File: config.mk
export PLATFORM = sky130hd
export DESIGN_NAME = mem_port_arbiter_flat
export DESIGN_NICKNAME = d
export VERILOG_FILES = /design/src/rtl/mem_port_arbiter_pkg.sv /design/src/rtl/mem_port_arbiter_if.sv /design/src/rtl/mem_arb_pick.sv /design/src/rtl/mem_port_arbiter.sv /design/src/flat_wrapper.sv
export SDC_FILE = /design/constraint.sdc
export NUM_CORES = 1
export LEC_CHECK = 0
export CORE_AREA = 2 2 119 121
export CTS_CLUSTER_DIAMETER = 120
export DETAILED_ROUTE_END_ITERATION = 8
export DIE_AREA = 0 0 121 123
export PLACE_DENSITY = 0.67
export SLEW_MARGIN = 25
export SYNTH_ARGS = -nofsm -noshare
export SYNTH_HDL_FRONTEND = slang
export SYNTH_SLANG_ARGS = --single-unit
File: constraint.sdc
create_clock -name clk -period 3 [get_ports clk]
set_input_delay 0.6 -clock clk [delete_from_list [all_inputs] [get_ports clk]]
set_output_delay 0.6 -clock clk [all_outputs]
set_load 0.05 [all_outputs]
File: src/rtl/mem_port_arbiter_pkg.sv
// Shared types for the two-requester memory port arbiter: request record,
// FSM state and owner encodings.
package mem_port_arbiter_pkg;

    localparam int ADDR_W = 32;
    localparam int DATA_W = 32;

    typedef enum logic [1:0] {
        IDLE  = 2'd0,
        ISSUE = 2'd1,
        WAIT  = 2'd2
    } arbstate_t;

    typedef enum logic {
        OWN_I = 1'b0,
        OWN_D = 1'b1
    } owner_t;

    typedef struct packed {
        logic [ADDR_W-1:0] addr;
        logic              wen;
        logic [DATA_W-1:0] wdata;
    } req_t;

    function automatic req_t take_req(input logic [ADDR_W-1:0] addr,
                                      input logic              wen,
                                      input logic [DATA_W-1:0] wdata);
        req_t r;
        r.addr  = addr;
        r.wen   = wen;
        r.wdata = wdata;
        return r;
    endfunction

endpackage

File: src/rtl/mem_port_arbiter_if.sv
// CacheReq / CacheResp bundles. master drives the transfer, slave answers
// (ready on requests); on responses the master is the side producing data.
interface cache_req_if;
    import mem_port_arbiter_pkg::*;

    logic              valid;
    logic              ready;
    logic [ADDR_W-1:0] addr;
    logic              wen;
    logic [DATA_W-1:0] wdata;

    modport master (output valid, output addr, output wen, output wdata, input ready);
    modport slave  (input valid, input addr, input wen, input wdata, output ready);
endinterface

interface cache_resp_if;
    import mem_port_arbiter_pkg::*;

    logic              valid;
    logic [DATA_W-1:0] rdata;

    modport master (output valid, output rdata);
    modport slave  (input valid, input rdata);
endinterface

File: src/rtl/mem_arb_pick.sv
// Combinational winner select between the i and d requesters.
// Build with MEMARB_ROUND_ROBIN_EN for alternating grants; otherwise DPRIORITY rules.
module mem_arb_pick
    import mem_port_arbiter_pkg::*;
#(
    parameter bit DPRIORITY = 1'b1
) (
    input  logic   ivalid,
    input  logic   dvalid,
    input  owner_t last_grant,
    output owner_t sel,
    output logic   any
);

    owner_t both_win;

`ifdef MEMARB_ROUND_ROBIN_EN
    localparam bit unused_dpriority = DPRIORITY;
    assign both_win = (last_grant == OWN_I) ? OWN_D : OWN_I;
`else
    // last_grant is tracked by the top in every build but only consumed here under round-robin
    logic unused_last_grant;
    assign unused_last_grant = (last_grant == OWN_D);
    assign both_win = DPRIORITY ? OWN_D : OWN_I;
`endif

    always_comb begin
        sel = OWN_I;
        any = ivalid | dvalid;
        if (ivalid && dvalid) sel = both_win;
        else if (dvalid)      sel = OWN_D;
    end

endmodule

File: src/rtl/mem_port_arbiter.sv
// Single-outstanding arbiter sharing one CacheReq/CacheResp port between the
// instruction and data sides. Optional MEMARB_ROUND_ROBIN_EN (see mem_arb_pick).
module mem_port_arbiter
    import mem_port_arbiter_pkg::*;
#(
    parameter bit DPRIORITY = 1'b1
) (
    input  logic         clk,
    input  logic         rst_n,
    cache_req_if.slave   ireq,
    cache_resp_if.master iresp,
    cache_req_if.slave   dreq,
    cache_resp_if.master dresp,
    cache_req_if.master  memreq,
    cache_resp_if.slave  memresp,
    input  logic         ikill,
    input  logic         dkill
);

    arbstate_t state;
    owner_t    owner;
    owner_t    last_grant;
    logic      drop;
    req_t      s_req;

    owner_t    sel;
    logic      any;
    logic      ivld;
    logic      dvld;
    logic      idle;
    logic      accept;
    logic      kill_owner;
    logic      resp_ok;
    req_t      in_req;

    // A killed side is invisible to selection
    assign ivld = ireq.valid & ~ikill;
    assign dvld = dreq.valid & ~dkill;

    mem_arb_pick #(.DPRIORITY(DPRIORITY)) u_pick (
        .ivalid     (ivld),
        .dvalid     (dvld),
        .last_grant (last_grant),
        .sel        (sel),
        .any        (any)
    );

    assign idle       = rst_n && (state == IDLE);
    assign accept     = idle && any;
    assign ireq.ready = accept && (sel == OWN_I);
    assign dreq.ready = accept && (sel == OWN_D);

    assign in_req = (sel == OWN_D) ? take_req(dreq.addr, dreq.wen, dreq.wdata)
                                   : take_req(ireq.addr, ireq.wen, ireq.wdata);

    assign kill_owner = (owner == OWN_D) ? dkill : ikill;

    assign memreq.valid = rst_n && (state == ISSUE);
    assign memreq.addr  = s_req.addr;
    assign memreq.wen   = s_req.wen;
    assign memreq.wdata = s_req.wdata;

    // A kill landing on the response cycle suppresses it directly, before drop could register
    assign resp_ok     = rst_n && (state == WAIT) && memresp.valid && !drop && !kill_owner;
    assign iresp.valid = resp_ok && (owner == OWN_I);
    assign dresp.valid = resp_ok && (owner == OWN_D);
    assign iresp.rdata = memresp.rdata;
    assign dresp.rdata = memresp.rdata;

    always_ff @(posedge clk) begin
        if (!rst_n) begin
            state      <= IDLE;
            owner      <= OWN_I;
            last_grant <= OWN_I;
            drop       <= 1'b0;
            s_req      <= '0;
        end else begin
            case (state)
                IDLE: begin
                    if (accept) begin
                        s_req <= in_req;
                        owner <= sel;
                        drop  <= 1'b0;
                        state <= ISSUE;
                    end
                end
                ISSUE: begin
                    // Once memory has taken the request a response is owed, so a kill only drops it
                    if (memreq.ready) begin
                        drop  <= kill_owner;
                        state <= WAIT;
                    end else if (kill_owner) begin
                        state <= IDLE;
                    end
                end
                WAIT: begin
                    if (memresp.valid) begin
                        last_grant <= owner;
                        state      <= IDLE;
                    end else if (kill_owner) begin
                        drop <= 1'b1;
                    end
                end
                default: state <= IDLE;
            endcase
        end
    end

endmodule

File: src/flat_wrapper.sv
// flat-port wrapper written by rule: the top's interface ports become plain ports
module mem_port_arbiter_flat import mem_port_arbiter_pkg::*;
#(
    parameter bit DPRIORITY = 1'b1
)
  (clk, rst_n, ikill, dkill, ireq_valid, ireq_addr, ireq_wen, ireq_wdata, ireq_ready, iresp_valid, iresp_rdata, dreq_valid, dreq_addr, dreq_wen, dreq_wdata, dreq_ready, dresp_valid, dresp_rdata, memreq_valid, memreq_addr, memreq_wen, memreq_wdata, memreq_ready, memresp_valid, memresp_rdata);
  cache_req_if ireq_i ();
  cache_resp_if iresp_i ();
  cache_req_if dreq_i ();
  cache_resp_if dresp_i ();
  cache_req_if memreq_i ();
  cache_resp_if memresp_i ();
  input  logic clk;
  input  logic rst_n;
  input  logic ikill;
  input  logic dkill;
  input wire logic [$bits(ireq_i.valid)-1:0] ireq_valid;
  input wire logic [$bits(ireq_i.addr)-1:0] ireq_addr;
  input wire logic [$bits(ireq_i.wen)-1:0] ireq_wen;
  input wire logic [$bits(ireq_i.wdata)-1:0] ireq_wdata;
  output wire logic [$bits(ireq_i.ready)-1:0] ireq_ready;
  output wire logic [$bits(iresp_i.valid)-1:0] iresp_valid;
  output wire logic [$bits(iresp_i.rdata)-1:0] iresp_rdata;
  input wire logic [$bits(dreq_i.valid)-1:0] dreq_valid;
  input wire logic [$bits(dreq_i.addr)-1:0] dreq_addr;
  input wire logic [$bits(dreq_i.wen)-1:0] dreq_wen;
  input wire logic [$bits(dreq_i.wdata)-1:0] dreq_wdata;
  output wire logic [$bits(dreq_i.ready)-1:0] dreq_ready;
  output wire logic [$bits(dresp_i.valid)-1:0] dresp_valid;
  output wire logic [$bits(dresp_i.rdata)-1:0] dresp_rdata;
  output wire logic [$bits(memreq_i.valid)-1:0] memreq_valid;
  output wire logic [$bits(memreq_i.addr)-1:0] memreq_addr;
  output wire logic [$bits(memreq_i.wen)-1:0] memreq_wen;
  output wire logic [$bits(memreq_i.wdata)-1:0] memreq_wdata;
  input wire logic [$bits(memreq_i.ready)-1:0] memreq_ready;
  input wire logic [$bits(memresp_i.valid)-1:0] memresp_valid;
  input wire logic [$bits(memresp_i.rdata)-1:0] memresp_rdata;
  assign ireq_i.valid = ireq_valid;
  assign ireq_i.addr = ireq_addr;
  assign ireq_i.wen = ireq_wen;
  assign ireq_i.wdata = ireq_wdata;
  assign ireq_ready = ireq_i.ready;
  assign iresp_valid = iresp_i.valid;
  assign iresp_rdata = iresp_i.rdata;
  assign dreq_i.valid = dreq_valid;
  assign dreq_i.addr = dreq_addr;
  assign dreq_i.wen = dreq_wen;
  assign dreq_i.wdata = dreq_wdata;
  assign dreq_ready = dreq_i.ready;
  assign dresp_valid = dresp_i.valid;
  assign dresp_rdata = dresp_i.rdata;
  assign memreq_valid = memreq_i.valid;
  assign memreq_addr = memreq_i.addr;
  assign memreq_wen = memreq_i.wen;
  assign memreq_wdata = memreq_i.wdata;
  assign memreq_i.ready = memreq_ready;
  assign memresp_i.valid = memresp_valid;
  assign memresp_i.rdata = memresp_rdata;
  mem_port_arbiter #(.DPRIORITY(DPRIORITY)) u_core (.clk(clk), .rst_n(rst_n), .ireq(ireq_i), .iresp(iresp_i), .dreq(dreq_i), .dresp(dresp_i), .memreq(memreq_i), .memresp(memresp_i), .ikill(ikill), .dkill(dkill));
endmodule
# Word level (Yosys, flattened, before mapping)

Cells that the tools add are included.

Equality and inequality tests: 8
Muxes and demuxes: 14
Bitwise logic cells: 7
Reductions and logical operators: 19

Operator list:

| cell                                                                    | count |
|---|---|
| 65-bit 2-to-1 mux                                                       | 1 |
| 1-bit logical AND                                                       | 12 |
| 2-bit 2-to-1 mux                                                        | 4 |
| 1-bit 2-to-1 mux                                                        | 7 |
| 2-bit inequality test, second input constant                            | 3 |
| 2-bit one-hot mux with 3 select lines                                   | 1 |
| 5-bit AND reduction                                                     | 1 |
| 2-bit by 1-bit inequality test with 1-bit output, second input constant | 2 |
| 1-bit NOT                                                               | 4 |
| 3-bit by 2-bit inequality test with 1-bit output, second input constant | 1 |
| 1-bit one-hot mux with 3 select lines                                   | 1 |
| 3-bit AND reduction                                                     | 1 |
| 3-bit nonzero test                                                      | 1 |
| 1-bit bitwise AND                                                       | 2 |
| 2-bit by 1-bit equality test with 1-bit output, second input constant   | 1 |
| 2-bit equality test, second input constant                              | 1 |
| 1-bit logical NOT                                                       | 2 |
| 2-bit logical NOT                                                       | 1 |
| 2-bit AND reduction                                                     | 1 |
| 1-bit bitwise OR                                                        | 1 |

Bits in registers: 69
Input bits: 170
Output and inout bits: 134
Word-level logic and storage cells: 54

# Depth between registers and ports, before layout

Depth in word-level cells: 6
Depth in mapped cells: 8
Mapped depth without buffers: 6

# Modules after synthesis

A second synthesis with hierarchy kept.

Cells, all modules: 404
Area, all modules: 3902.5 um2

Modules (own cells, without submodules):

| module           | times used | cells each | area each (um2) | sequential area each (um2) |
|---|---|---|---|---|
| mem_port_arbiter | 1          | 402        | 3892.5          | 1401.3 |
| mem_arb_pick     | 1          | 2          | 10.0            | 0.0 |

# Least setup slack after synthesis

OpenSTA, ideal clock, no wires.

Kind: input -> output
Start: input port rst_n
End: output port dresp_valid
Data arrival time: 2149 ps
Required time: 2400 ps
Path slack: 251 ps
Stages on the path: 3
Buffers on the path: 1
Path through: clkbuf_1 nand4b_1 nor3b_1

Cells in the longest elaborated chain, start to end: 5

RTL lines:

| item                            | RTL line               | text |
|---|---|---|
| from (decl)                     | flat_wrapper.sv:14     | `input logic rst_n;` |
| 1-bit logical AND (4 in series) | mem_port_arbiter.sv:64 | `assign resp_ok = rst_n && (state == WAIT) && memresp.valid && !drop && !kill_owner;` |
| 1-bit logical AND               | mem_port_arbiter.sv:66 | `assign dresp.valid = resp_ok && (owner == OWN_D);` |
| to (decl)                       | flat_wrapper.sv:29     | `output wire logic [$bits(dresp_i.valid)-1:0] dresp_valid;` |

No other way between the ends.

# Final worst setup path

Start: input port memresp_valid
End: output port dresp_valid

Cells in the longest elaborated chain, start to end: 4

RTL lines:

| item                            | RTL line               | text |
|---|---|---|
| from (decl)                     | flat_wrapper.sv:36     | `input wire logic [$bits(memresp_i.valid)-1:0] memresp_valid;` |
| 1-bit logical AND (3 in series) | mem_port_arbiter.sv:64 |  |
| 1-bit logical AND               | mem_port_arbiter.sv:66 |  |

No other way between the ends.

==> metrics.md <==
| Metric | Value |
|---|---|
| Outcome | `finished clean` |
| Clock Skew | `between 4 and 5 ps` |
| Fmax | `413.5 MHz` |
| RSZ-0062 raised after global routing | `no` |
| Post-synthesis adder-cell area fraction | `0.01848` |
| Crit end category | `output port` |
| Xor-xnor portion of the synthesized cell area | `0` |
| Final setup fails | `0` |
| PostCTS Resize Cnt | `0` |
| Vias | `around 3.2k` |
| Synth Area in Simple Gates | `0.1490` |
| HPWL after DPL | `9289 µm` |
| Mapped cell area | `3384 µm²` |
| Reg-to-reg slack, setup | `about 1000 ps` |
| Die W | `121 µm` |
| Highest-count cells in the layout ignoring fill and taps | `clkdlybuf4s50_1 (201), dfxtp_1 (69), nor2b_1 (67)` |
| Mux share of post-synthesis cell area | `0.01220` |
| Clock slew at reported path FFs | `about 60 ps` |
| GPL Wtd Cong | `approximately 0.73` |
| Critical Path Slowest Stage Cell | `clkdlybuf4s50_1` |
| Crit-path cells | `clkdlybuf4s50_1, nand4b_1, nor3b_1, buf_12` |
| Number of max-cap violations | `0` |
| Worst hold stages | `2` |
| DRC Markers | `0` |
| Clock latency on the worst-skew pair | `330 ps` |
| Hold Crit Start | `u_core.drop` |
| Global-route wire length before repair | `17320 µm` |
| Post-CTS Hold Fix Bufs | `0` |
| Slew @ Worst Pin | `649.5 ps` |
| DRT antenna net count | `0` |
| Post-route design area | `5406 µm²` |
| Synth Register Bits | `69` |
| Final Hold Viols | `0` |
| Crit-path max FO | `3` |
| Worst reg-to-reg path cell count | `6` |
| DP Area | `roughly 5000 µm²` |
| Die H | `around 120 µm` |
| Iteration-0 DRC Markers | `299` |
| Post-CTS Setup Inserts | `0` |
| GRT Overall Usage | `0.1526` |
| Largest delay share family, worst path | `buffers and inverters` |
| Grt ovf | `0` |
| Fraction of layout cells with a size suffix above 1 | `0.06852` |
| CTS Sinks | `69` |
| Fin crit period | `2418 ps` |
| Leakage | `1.885 nW` |
| Setup crit start kind | `input port` |
| Stages on worst setup path | `4` |
| Max Buffers Root-to-Sink | `2` |
| Number of port buffers | `207` |
| Core ar. | `13610 µm²` |
| YS warnings | `0` |
| Htree depth | `3` |
| Synth unique cells | `27` |
| Full die area | `14880 µm²` |
| Normalized max-slew margin | `0.5656` |
| Worst R2R Start | `u_core.state[0]` |
| Initial Utilization | `0.2486` |
| Max stage delay on crit path | `510 ps` |
| Drt wl/cell | `18.75 µm` |
| First drt pass iteration count | `9` |
| Synth Area in Compound Gates | `0.2092` |
| Area grow syn2layout | `59.74%` |
| Worst vdd ir | `roughly 0.00026 V` |
| Synth Instances | `330` |
| Main combinational cell family by area after synthesis | `compound AO/OA/AOI/OAI gates` |
| Hold worst-path end | `u_core.drop` |
| Initial antenna violation count | `0` |
| Worst path bufs/invs | `2` |
| Fin nets | `roughly 640` |
| Ant. Diodes | `0` |
| Commonest non-fill, non-tap cell in the layout | `clkdlybuf4s50_1` |
| Data arrival time of the worst path | `1820 ps` |
| Hold Crit Class | `reg2reg` |
| Clock tree from TritonCTS | `yes` |
| Fin Setup TNS | `0 ps` |
| Final slew viol count | `0` |
| Total CTS buffers | `9` |
| Worst EP required | `around 2400 ps` |
| Via density | `4.876` |
| Fill count | `1333` |
| Root Buffer | `clkbuf_16` |
| Power per standard cell area | `598.9 nW/µm²` |
| Register area share after synthesis | `0.4081` |
| IO Pins | `between 300 and 400` |
| Vias in the first global route | `between 3k and 4k` |
| Final period utilization | `0.8062` |
| CP Class | `in2out` |
| Syn_nets | `505` |
| Reg-to-reg endpoint | `u_core.memreq.wdata[30]` |
| Final wirelength | `12130 µm` |
| Syn avg cell area | `10.26 µm²` |
| Largest net degree at the start of global routing | `40` |
| Rows | `43` |
## stage by stage
stage	hold slack, ps	power, W	utilization	instances	setup WS [ps]
finish	457.2	0.003238	0.3972	647	581.5
global route	504.7	0.003407	0.3972	647	497.7
CTS	458.2	0.003292	0.3972	647	576.6
detailed placement	445.5	0.002214	0.3756	631	601.5
global placement	454.0	0.002199	0.3756	631	604.7
floorplan	429.5	0.001993	-	330	251.4
## worst register-to-register path, delay by kind of cell (launching register included)
family / cells / cell delay, ps
adder cells (fa/ha/maj): 1 / 270
AO/OA/AOI/OAI: 1 / 420
flip-flops: 1 / 380
AND/OR/NAND/NOR: 2 / 410
buffers and inverters: 2 / 360
## kinds of logic (layout without fill, tap and decap cells)
group	Yosys count	after routing
buf+inv	97	234
fa+ha+maj	5	5
mux	4	4
simple gates	81	81
flops	69	69
compound gates	74	74
## cell usage after synthesis, drive strengths merged
cell type / number / share of area
a222oi: 65 / 0.19
nor3: 1 / 0.0015
nand2: 6 / 0.0067
and2: 1 / 0.0018
and4b: 2 / 0.0070
mux2i: 3 / 0.0089
nand2b: 1 / 0.0018
o211ai: 2 / 0.0044
nand4b: 1 / 0.0026
clkbuf: 10 / 0.011
o21ai: 1 / 0.0015
mux2: 1 / 0.0033
nor2b: 67 / 0.12
buf: 84 / 0.19
a21oi: 3 / 0.0044
nand3: 1 / 0.0015
o22ai: 1 / 0.0018
ha: 5 / 0.018
nor3b: 1 / 0.0022
dfxtp: 69 / 0.41
a21o: 1 / 0.0022
a31o: 1 / 0.0026
inv: 3 / 0.0033
## flip-flops by register name, summed over array words and instances (netlist names)
name and cells:
u_core.memreq.wdata 32, u_core.owner 1, u_core.drop 1, u_core.memreq.wen 1, u_core.memreq.addr 32, u_core.state 2
## where the power goes
part	internal (W)	leakage, nW	switching (W)	total [W]
clock network	0.000663	0.143	0.000382	0.00105
logic	0.000499	1.18	0.000620	0.00112
registers	0.00101	0.562	0.0000598	0.00107
## final cells by class
class,count,area (µm²),share of cell area
clock buffer,12,246.5,0.04559
tap,180,225.2,0.04166
inverter,3,11.26,0.002083
clock inverter,4,47.55,0.008794
multi-input combinational,164,1318,0.2437
timing repair buffer,215,2177,0.4027
sequential,69,1381,0.2555
## worst max path at each step
stage	start	endpoint	slack, ps
floorplan	rst_n	dresp_valid	250
global placement	memresp_valid	dresp_valid	600
detailed placement	memresp_valid	dresp_valid	600
CTS	memresp_valid	dresp_valid	580
global route	memresp_valid	dresp_valid	500
finish	memresp_valid	dresp_valid	580
## per-layer routing
layer | vias to the layer above | GRT usage | routed length, µm
met4 | 0 | 0.06686 | 195
li1 | 1460 | - | -
met5 | - | 0 | 0
met2 | 192 | 0.2647 | 6073
met3 | 15 | 0.05812 | 1238
met1 | 1488 | 0.1661 | 4627
(Power assumes the default switching activity.)
